`config.mk`:
```
export PLATFORM = sky130hd
export DESIGN_NAME = prim_fifo_async_rd_ctrl_flat
export DESIGN_NICKNAME = d
export VERILOG_FILES = /design/src/rtl/prim_fifo_async_pkg.sv /design/src/rtl/prim_fifo_async_rd_ctrl_if.sv /design/src/rtl/prim_gray_ptr_sync.sv /design/src/rtl/prim_fifo_async_rd_ctrl.sv /design/src/flat_wrapper.sv
export SDC_FILE = /design/constraint.sdc
export NUM_CORES = 1
export LEC_CHECK = 0
export CORE_UTILIZATION = 35
export DETAILED_ROUTE_END_ITERATION = 7
export GPL_ROUTABILITY_DRIVEN = 0
export PLACE_DENSITY = 0.73
export REMOVE_ABC_BUFFERS = 1
export SLEW_MARGIN = 0
export SYNTH_ARGS = -nofsm -noshare
export SYNTH_HDL_FRONTEND = slang
export SYNTH_SLANG_ARGS = --single-unit
```
`constraint.sdc`:
```
create_clock -name clk_i -period 2.7 [get_ports clk_i]
set_input_delay 0.405 -clock clk_i [delete_from_list [all_inputs] [get_ports clk_i]]
set_output_delay 0.405 -clock clk_i [all_outputs]
set_load 0.03 [all_outputs]
```
`src/rtl/prim_fifo_async_pkg.sv`:
```
`default_nettype none
// ============================================================================
//  Module   : prim_fifo_async_pkg
//  Purpose  : Shared pointer-width derivations and Gray code helpers used by
//             both the read-side and write-side async FIFO controllers.
//  Revision : 1.0 - initial release
// ============================================================================
package prim_fifo_async_pkg;

   function automatic int ptr_w(input int depth);
      return $clog2(depth) + 1;
   endfunction

   function automatic int depth_w(input int depth);
      return $clog2(depth + 2);
   endfunction

   function automatic logic [31:0] bin2gray(input logic [31:0] b);
      return b ^ (b >> 1);
   endfunction

   // Callers zero-extend narrower pointers, so the unused upper bits decode to 0.
   function automatic logic [31:0] gray2bin(input logic [31:0] g);
      logic [31:0] b;
      b[31] = g[31];
      for (int i = 30; i >= 0; i--) begin
         b[i] = b[i+1] ^ g[i];
      end
      return b;
   endfunction

endpackage
`default_nettype wire

```
`src/rtl/prim_fifo_async_rd_ctrl_if.sv`:
```
`default_nettype none
// ============================================================================
//  Module   : prim_fifo_async_rd_ctrl_if
//  Purpose  : Pointer, storage and output-handshake bundle of the async FIFO
//             read controller; slave is the controller, master its environment.
//  Revision : 1.0 - initial release
// ============================================================================
interface prim_fifo_async_rd_ctrl_if
   import prim_fifo_async_pkg::*;
#(
   parameter int Width = 16,
   parameter int Depth = 4
);
   localparam int PtrW   = ptr_w(Depth);
   localparam int DepthW = depth_w(Depth);

   logic [PtrW-1:0]   wptr_gray_i;
   logic [PtrW-1:0]   rptr_gray_o;
   logic [PtrW-2:0]   raddr_o;
   logic [Width-1:0]  mem_rdata_i;
   logic              rvalid_o;
   logic              rready_i;
   logic [Width-1:0]  rdata_o;
   logic [DepthW-1:0] rdepth_o;
   logic              err_o;

   modport master (
      output wptr_gray_i, mem_rdata_i, rready_i,
      input  rptr_gray_o, raddr_o, rvalid_o, rdata_o, rdepth_o, err_o
   );

   modport slave (
      input  wptr_gray_i, mem_rdata_i, rready_i,
      output rptr_gray_o, raddr_o, rvalid_o, rdata_o, rdepth_o, err_o
   );
endinterface
`default_nettype wire

```
`src/rtl/prim_gray_ptr_sync.sv`:
```
`default_nettype none
// ============================================================================
//  Module   : prim_gray_ptr_sync
//  Purpose  : Two-flop synchronizer for a Gray-coded pointer from a foreign
//             clock domain; async active-high reset to zero.
//  Revision : 1.0 - initial release
// ============================================================================
module prim_gray_ptr_sync #(
   parameter int Width = 3
) (
   input  logic             clk_i,
   input  logic             rst_i,
   input  logic [Width-1:0] d_i,
   output logic [Width-1:0] q_o
);
   logic [Width-1:0] r_meta;
   logic [Width-1:0] r_sync;

   always_ff @(posedge clk_i or posedge rst_i) begin
      if (rst_i) begin
         r_meta <= '0;
         r_sync <= '0;
      end else begin
         r_meta <= d_i;
         r_sync <= r_meta;
      end
   end

   assign q_o = r_sync;
endmodule
`default_nettype wire

```
`src/rtl/prim_fifo_async_rd_ctrl.sv`:
```
`default_nettype none
// ============================================================================
//  Module   : prim_fifo_async_rd_ctrl
//  Purpose  : Read-side controller of an async FIFO: syncs the write pointer,
//             drives the storage address and a registered valid/ready output.
//  Revision : 1.0 - initial release
// ============================================================================
module prim_fifo_async_rd_ctrl
   import prim_fifo_async_pkg::*;
#(
   parameter int Width = 16,
   parameter int Depth = 4
) (
   input  logic                        clk_i,
   input  logic                        rst_i,
   prim_fifo_async_rd_ctrl_if.slave    bus
);
   localparam int PtrW   = ptr_w(Depth);
   localparam int DepthW = depth_w(Depth);
   localparam logic [PtrW-1:0] c_DEPTH = PtrW'(Depth);

   logic [PtrW-1:0]  w_wptr_gray_sync;
   logic [PtrW-1:0]  w_wptr_bin;
   logic [PtrW-1:0]  w_occ;
   logic             w_empty;
   logic             w_illegal;
   logic             w_load;
   logic [PtrW-1:0]  w_rptr_nxt;

   logic [PtrW-1:0]  r_rptr;
   logic [PtrW-1:0]  r_rptr_gray;
   logic             r_rvalid;
   logic [Width-1:0] r_rdata;
   logic             r_err;

   prim_gray_ptr_sync #(
      .Width (PtrW)
   ) u_wptr_sync (
      .clk_i (clk_i),
      .rst_i (rst_i),
      .d_i   (bus.wptr_gray_i),
      .q_o   (w_wptr_gray_sync)
   );

   assign w_wptr_bin = PtrW'(gray2bin(32'(w_wptr_gray_sync)));
   assign w_occ      = w_wptr_bin - r_rptr;
   assign w_empty    = (w_occ == '0);
   assign w_illegal  = (w_occ > c_DEPTH);
   assign w_load     = !w_empty && !w_illegal && (!r_rvalid || bus.rready_i);
   assign w_rptr_nxt = w_load ? r_rptr + 1'b1 : r_rptr;

   // Gray pointer is registered from the next binary value so it tracks rptr
   // exactly and moves by a single bit per increment.
   always_ff @(posedge clk_i or posedge rst_i) begin
      if (rst_i) begin
         r_rptr      <= '0;
         r_rptr_gray <= '0;
         r_rvalid    <= 1'b0;
         r_rdata     <= '0;
         r_err       <= 1'b0;
      end else begin
         r_rptr      <= w_rptr_nxt;
         r_rptr_gray <= PtrW'(bin2gray(32'(w_rptr_nxt)));
         if (w_illegal) begin
            r_err <= 1'b1;
         end
         if (w_load) begin
            r_rdata  <= bus.mem_rdata_i;
            r_rvalid <= 1'b1;
         end else if (r_rvalid && bus.rready_i) begin
            r_rvalid <= 1'b0;
         end
      end
   end

   assign bus.rptr_gray_o = r_rptr_gray;
   assign bus.raddr_o     = r_rptr[PtrW-2:0];
   assign bus.rvalid_o    = r_rvalid;
   assign bus.rdata_o     = r_rdata;
   assign bus.rdepth_o    = DepthW'(w_occ) + DepthW'(r_rvalid);
   assign bus.err_o       = r_err;
endmodule
`default_nettype wire
```
`src/flat_wrapper.sv`:
```
// flat-port wrapper written by rule: the top's interface ports become plain ports
module prim_fifo_async_rd_ctrl_flat import prim_fifo_async_pkg::*;
#(
   parameter int Width = 16,
   parameter int Depth = 4
)
  (clk_i, rst_i, bus_wptr_gray_i, bus_mem_rdata_i, bus_rready_i, bus_rptr_gray_o, bus_raddr_o, bus_rvalid_o, bus_rdata_o, bus_rdepth_o, bus_err_o);
  prim_fifo_async_rd_ctrl_if #(.Width(Width), .Depth(Depth)) bus_i ();
  input  logic clk_i;
  input  logic rst_i;
  input wire logic [$bits(bus_i.wptr_gray_i)-1:0] bus_wptr_gray_i;
  input wire logic [$bits(bus_i.mem_rdata_i)-1:0] bus_mem_rdata_i;
  input wire logic [$bits(bus_i.rready_i)-1:0] bus_rready_i;
  output wire logic [$bits(bus_i.rptr_gray_o)-1:0] bus_rptr_gray_o;
  output wire logic [$bits(bus_i.raddr_o)-1:0] bus_raddr_o;
  output wire logic [$bits(bus_i.rvalid_o)-1:0] bus_rvalid_o;
  output wire logic [$bits(bus_i.rdata_o)-1:0] bus_rdata_o;
  output wire logic [$bits(bus_i.rdepth_o)-1:0] bus_rdepth_o;
  output wire logic [$bits(bus_i.err_o)-1:0] bus_err_o;
  assign bus_i.wptr_gray_i = bus_wptr_gray_i;
  assign bus_i.mem_rdata_i = bus_mem_rdata_i;
  assign bus_i.rready_i = bus_rready_i;
  assign bus_rptr_gray_o = bus_i.rptr_gray_o;
  assign bus_raddr_o = bus_i.raddr_o;
  assign bus_rvalid_o = bus_i.rvalid_o;
  assign bus_rdata_o = bus_i.rdata_o;
  assign bus_rdepth_o = bus_i.rdepth_o;
  assign bus_err_o = bus_i.err_o;
  prim_fifo_async_rd_ctrl #(.Width(Width), .Depth(Depth)) u_core (.clk_i(clk_i), .rst_i(rst_i), .bus(bus_i));
endmodule
```
==> impl_metrics.json, run 1 <==
{
  "place_worst_setup_slack_ps": -87.3,
  "r2r_setup_slack_ps": 10,
  "rr_endpoint": "u_core.bus.rdata_o[10]",
  "ctsHtreeMaxLevel": 2,
  "synth_flop_cell": "dfrtp_1",
  "slew_headroom_pct": 46.7,
  "synth.distinct_cells": 25,
  "synth_area_mm2": 0.00131,
  "multi_input_area_um2": 618,
  "status": "complete, but fails checks",
  "port_buffers": 47,
  "clk_latency_ps": 270,
  "cts_buffers": 5,
  "synth_most_common_cell": "dfrtp_1",
  "fin_cells": 196,
  "totalWireLength_um": 2700,
  "grt_max_degree": 23,
  "post-route-period-util_pct": 104,
  "synth_edf_count": 0,
  "max_cap_violations": 0,
  "row_count": 21,
  "yosys-top-cells-area": "dfrtp_1, mux2_4, mux2_2, ha_1, xnor2_1",
  "via_per_inst": 4.59,
  "critPathMaxFanout": 2,
  "cpPeakStageDelay_ps": 410,
  "antenna_found_initial": 0,
  "endpoint": "bus_rdepth_o[2]",
  "final_max_slew_viol_count": 0,
  "ant_nets": 0,
  "r2r_start": "u_core.u_wptr_sync.q_o[2]",
  "fill_cells": 300,
  "yosys.area.top_type_share_pct": 55.4,
  "syn2layout_area_growth_pct": 57.3,
  "max_freq_mhz": 357,
  "drt-initial-drc-count": 33,
  "setup_ws_ps": -102,
  "max-clock-path-buffers": 2,
  "worstPathCellList": "xor2_2, xnor2_1, ha_2, inv_2, fa_2, xor2_1, xnor2_1, buf_4, xor2_1, buf_4",
  "start_util_pct": 37.8,
  "cts.hold.buffers_added": 0,
  "vias": 899,
  "clk_pin_slew_ps": 60,
  "cts-root-buf": "clkbuf_8",
  "grt_overflow_total": 0,
  "fin_setup_tns_ps": -102,
  "seq_area_frac_synth_pct": 55.4,
  "synthTopCellsByCount": "dfrtp_1, mux2_4, mux2_2, ha_1, inv_1",
  "drc": 0,
  "crit_start": "u_core.u_wptr_sync.q_o[2]",
  "period_needed_ps": 2800,
  "grt_pass1_vias": 931,
  "hp-class": "flip-flop to flip-flop",
  "fp.dieH_um": 63.2,
  "seqCellArea_um2": 726,
  "tightest_slew_ps": 798,
  "reg2reg_depth": 11,
  "rsz0062_at_grt": "yes",
  "dr.pass1.iters": 4,
  "die-area_mm2": 0.00399,
  "slowest_stage": "dfrtp_1",
  "clock_sinks": 29,
  "hpwl_um": 1890,
  "die_width_um": 63.2,
  "design_area_mm2": 0.00206,
  "dpl-instance-area_mm2": 0.00182,
  "cp-end-kind": "output pin",
  "nNetsFinal": 177,
  "io_pins": 48,
  "synthCells": 86,
  "place_inst": 181,
  "grtUsageTotal_pct": 14.9,
  "synth_warnings": 0,
  "grt_pass1_wl_um": 4380,
  "avgSynthCellArea_um2": 15.2,
  "skew_ps": 5.95,
  "antenna_cells": 0,
  "violations": "setup timing",
  "cp.arrival_ps": 2400,
  "start_kind": "flip-flop",
  "coreArea_mm2": 0.00347,
  "finalSetupViolations": 1,
  "tritoncts": "done",
  "wl_per_cell_um": 13.8,
  "synth.largest_area_cell": "dfrtp_1",
  "async_flop_share_pct": 100,
  "layout-drive-gt1-share_pct": 35.3,
  "worstSetupPathType": "flip-flop to output pin",
  "cp.required_ps": 2300,
  "synth_seq_cells": 29,
  "final_hold_viol_count": 0
}
## critical path: cells and delay by family, from the launching register on
family | cells | cell delay (ps)
xor+xnor | 5 | 840
fa+ha+maj | 2 | 510
buf+inv | 3 | 350
flops | 1 | 410
## repair_timing
| action | in CTS | in global routing |
|---|---|---|
| pin swaps | 8 | 5 |
| gates resized for setup | 9 | 9 |
| setup endpoints to repair | 20 | 22 |
| buffers inserted | 2 | 2 |
| hold endpoints to repair | 0 | 0 |
| gates cloned | 3 | 0 |
## cells in the final DEF, fill, tap and decap left out, types with 2 or more instances in the layout
cell	netlist	final
xnor2_1	4	3
nand2_4	0	2
o211ai_1	3	3
inv_2	0	2
inv_1	5	3
buf_4	0	9
mux2_2	8	4
clkdlybuf4s50_1	0	44
nand2_8	1	2
ha_1	5	3
mux2_4	9	13
nor2b_1	2	2
clkbuf_8	1	7
dfrtp_1	29	29
xor2_1	4	3
buf_6	0	2
## sequential cells by signal, indices dropped and copies added (netlist names)
signal and flops:
u_core.bus.rdata_o 16, u_core.r_rptr 3, u_core.u_wptr_sync.q_o 3, u_core.u_wptr_sync.r_meta 3, u_core.bus.rptr_gray_o 2, u_core.bus.err_o 1
u_core.bus.rvalid_o 1
## how the worst min path moves through the flow
| stage | start | end | cells after the start |
|---|---|---|---|
| 5_1_grt | u_core.u_wptr_sync.r_meta[0] | u_core.u_wptr_sync.q_o[0] | 0 |
| 3_5_place_dp | u_core.u_wptr_sync.r_meta[1] | u_core.u_wptr_sync.q_o[1] | 0 |
| 2_1_floorplan | u_core.u_wptr_sync.r_meta[0] | u_core.u_wptr_sync.q_o[0] | 0 |
| 4_1_cts | u_core.u_wptr_sync.r_meta[1] | u_core.u_wptr_sync.q_o[1] | 0 |
| 6_report | u_core.u_wptr_sync.r_meta[1] | u_core.u_wptr_sync.q_o[1] | 0 |
| 3_3_place_gp | u_core.u_wptr_sync.r_meta[1] | u_core.u_wptr_sync.q_o[1] | 0 |
## routing by layer
layer  routed length (um)  part of all wire, %  GRT usage, %  vias up
met5                    0                    0             0        -
met4                   28                  1.0          5.11        0
met3                  138                  5.1          6.52        3
met2                 1400                   52          24.6       27
met1                 1130                   42          17.0      449
li1                     -                    -             -      420
## logic make-up (layout without fill, tap and decap cells)
family                   count (synthesis)  in the layout  synth area share [%]
flip-flops                              29             29                  55.4
multiplexers                            17             17                  17.2
AO/OA/AOI/OAI                            6              6                  3.25
buffers and inverters                    8             69                  5.16
AND/OR/NAND/NOR                         12             15                  7.35
XOR/XNOR                                 8              8                  5.35
adder cells (fa/ha/maj)                  6              6                  6.30
## area by class of cell
| class | count | share of cell area [%] |
|---|---|---|
| sequential | 29 | 35.2 |
| clock buffer | 7 | 4.68 |
| multi-input combinational | 52 | 30.0 |
| timing repair buffer | 56 | 26.2 |
| clock inverter | 1 | 0.243 |
| inverter | 5 | 0.911 |
| tap | 46 | 2.79 |
## per-stage QoR
| step | hold WS [ps] | utilization, % |
|---|---|---|
| after global placement | 334 | 52.5 |
| after global routing | 364 | 59.4 |
| after CTS | 350 | 57.9 |
| after floorplan | 331 | - |
| after detailed placement | 337 | 52.5 |
| final | 347 | 59.4 |
Power of run 1 is not shown: default switching activity piles up to over one toggle a cycle in this logic, so the estimate is an artifact.
==> inputs of run 2 (changes only) <==
--- a/config.mk
+++ b/config.mk
@@ -5,6 +5,7 @@
 export SDC_FILE = /design/constraint.sdc
 export NUM_CORES = 1
 export LEC_CHECK = 0
+export CORE_MARGIN = 2
 export CORE_UTILIZATION = 35
 export DETAILED_ROUTE_END_ITERATION = 7
 export GPL_ROUTABILITY_DRIVEN = 0
==> impl_metrics.json, run 2 (synthesis results as in run 1) <==
{
  "fp.dieH_um": 65.2,
  "tightest_slew_ps": 361,
  "row_count": 22,
  "period_needed_ps": 2880,
  "nNetsFinal": 178,
  "worst_hold_slack_ps": 348,
  "setup_ws_ps": -177,
  "largest_reg_flops": 16,
  "totalWireLength_um": 2720,
  "met1Wirelength_um": 1190,
  "fill_cells": 316,
  "final_hold_viol_count": 0,
  "vias": 881,
  "mostFrequentLayoutCell": "clkdlybuf4s50_1",
  "die_width_um": 65.2,
  "slew_headroom_pct": 75.9,
  "grt_overflow_total": 0,
  "ctsHtreeMaxLevel": 2,
  "io_pins": 48,
  "ant_nets": 0,
  "rsz0062_at_grt": "yes",
  "max_freq_mhz": 348,
  "top_layer": "met4",
  "grt_pass1_vias": 952,
  "clk_pin_slew_ps": 60,
  "route.met3.wl_um": 196,
  "post-route-period-util_pct": 107,
  "max_cap_violations": 0,
  "status": "complete, but fails checks",
  "finalSetupViolations": 19,
  "final_max_slew_viol_count": 0,
  "clk_latency_ps": 280,
  "grt_max_degree": 30,
  "drt-initial-drc-count": 13,
  "clock_sinks": 29,
  "cp.arrival_ps": 2470,
  "start_kind": "flip-flop",
  "worstSetupPathType": "flip-flop to output pin",
  "critPathMaxFanout": 2,
  "cts.hold.buffers_added": 0,
  "grtUsageTotal_pct": 14.8,
  "hp-class": "flip-flop to flip-flop",
  "via_per_inst": 4.43,
  "max-clock-path-buffers": 2,
  "wl_per_cell_um": 13.7,
  "crit_start": "u_core.u_wptr_sync.q_o[1]",
  "route.met2.wl_um": 1280,
  "antenna_found_initial": 0,
  "drc": 0,
  "start_util_pct": 36.1,
  "port_buffers": 47,
  "most-common-layout-cells": "clkdlybuf4s50_1, dfrtp_1, mux2_4, buf_4, clkbuf_8",
  "dr.pass1.iters": 3,
  "cts-root-buf": "clkbuf_8",
  "hpwl_um": 1840,
  "r2r_start": "u_core.u_wptr_sync.q_o[1]",
  "min-delay-start": "u_core.u_wptr_sync.r_meta[1]",
  "violations": "setup timing",
  "coreArea_mm2": 0.00363,
  "tritoncts": "done",
  "layout-drive-gt1-share_pct": 35.1,
  "antenna_cells": 0,
  "cts_buffers": 5,
  "grt_pass1_wl_um": 4530,
  "cp.required_ps": 2300,
  "skew_ps": 1.24,
  "syn2layout_area_growth_pct": 59.7,
  "die-area_mm2": 0.00425,
  "cp-end-kind": "output pin"
}
run 2: cell types whose count changed in the layout (fill, tap and decap cells not counted):
| cell | previous run | this run |
|---|---|---|
| mux2_4 | 13 | 17 |
| o22ai_1 | 0 | 1 |
| buf_6 | 2 | 3 |
| mux2_2 | 4 | 0 |
| o22ai_2 | 1 | 0 |
| nand2_8 | 2 | 3 |
| nand2_4 | 2 | 1 |
run 2: area by class of cell:
class | instances | area [um2] | share of cell area (%)
Clock buffer | 7 | 96.3 | 4.61
Clock inverter | 1 | 5.00 | 0.239
Inverter | 5 | 18.8 | 0.897
Multi-Input combinational cell | 52 | 636 | 30.4
Sequential cell | 29 | 726 | 34.7
Tap cell | 48 | 60.1 | 2.87
Timing Repair Buffer | 57 | 551 | 26.3
run 2: worst max-delay path, cell delays in order (launching register included):
cell     delay, ps
dfrtp_1        390
xor2_2         190
xnor2_1        200
ha_2           220
inv_2           40
fa_2           330
xor2_1         150
xnor2_1        200
buf_4          150
xor2_1         150
buf_4          180
run 2: final timing paths:
kind,cells after the start,end,slack [ps]
worst max-delay path,10,bus_rdepth_o[2],-180
worst min-delay path,0,u_core.u_wptr_sync.q_o[1],350
worst max register to register,11,u_core.bus.rdata_o[11],-60
min in group asynchronous,3,u_core.bus.rdata_o[11],490
worst min register to register,0,u_core.u_wptr_sync.q_o[1],350
max in group asynchronous,3,u_core.u_wptr_sync.q_o[0],1950
run 2: per-stage QoR:
step	std cells	worst slack (ps)	util, %	setup TNS (ps)	instance area [um2]
after global placement	184	74.8	50.4	0	1830
after global routing	199	-266	57.6	-2650	2090
after floorplan	83	-49.9	-	-828	1260
after CTS	198	-239	56.7	-1260	2060
final	199	-177	57.6	-851	2090
after detailed placement	184	-148	50.4	-2170	1830
run 2: layer usage:
layer  track usage, %  vias up
li1                 -      424
met1             17.8      414
met2             23.3       36
met3             5.82        7
met4             7.03        0
met5                0        -
run 2: repair_timing:
action                     4_1_cts  5_1_grt
gates cloned                     3        0
setup endpoints to repair       23       23
pin swaps                       10        5
resized for setup               19        4
setup buffers                    3        1
Power of run 2 is left out for the same reason.
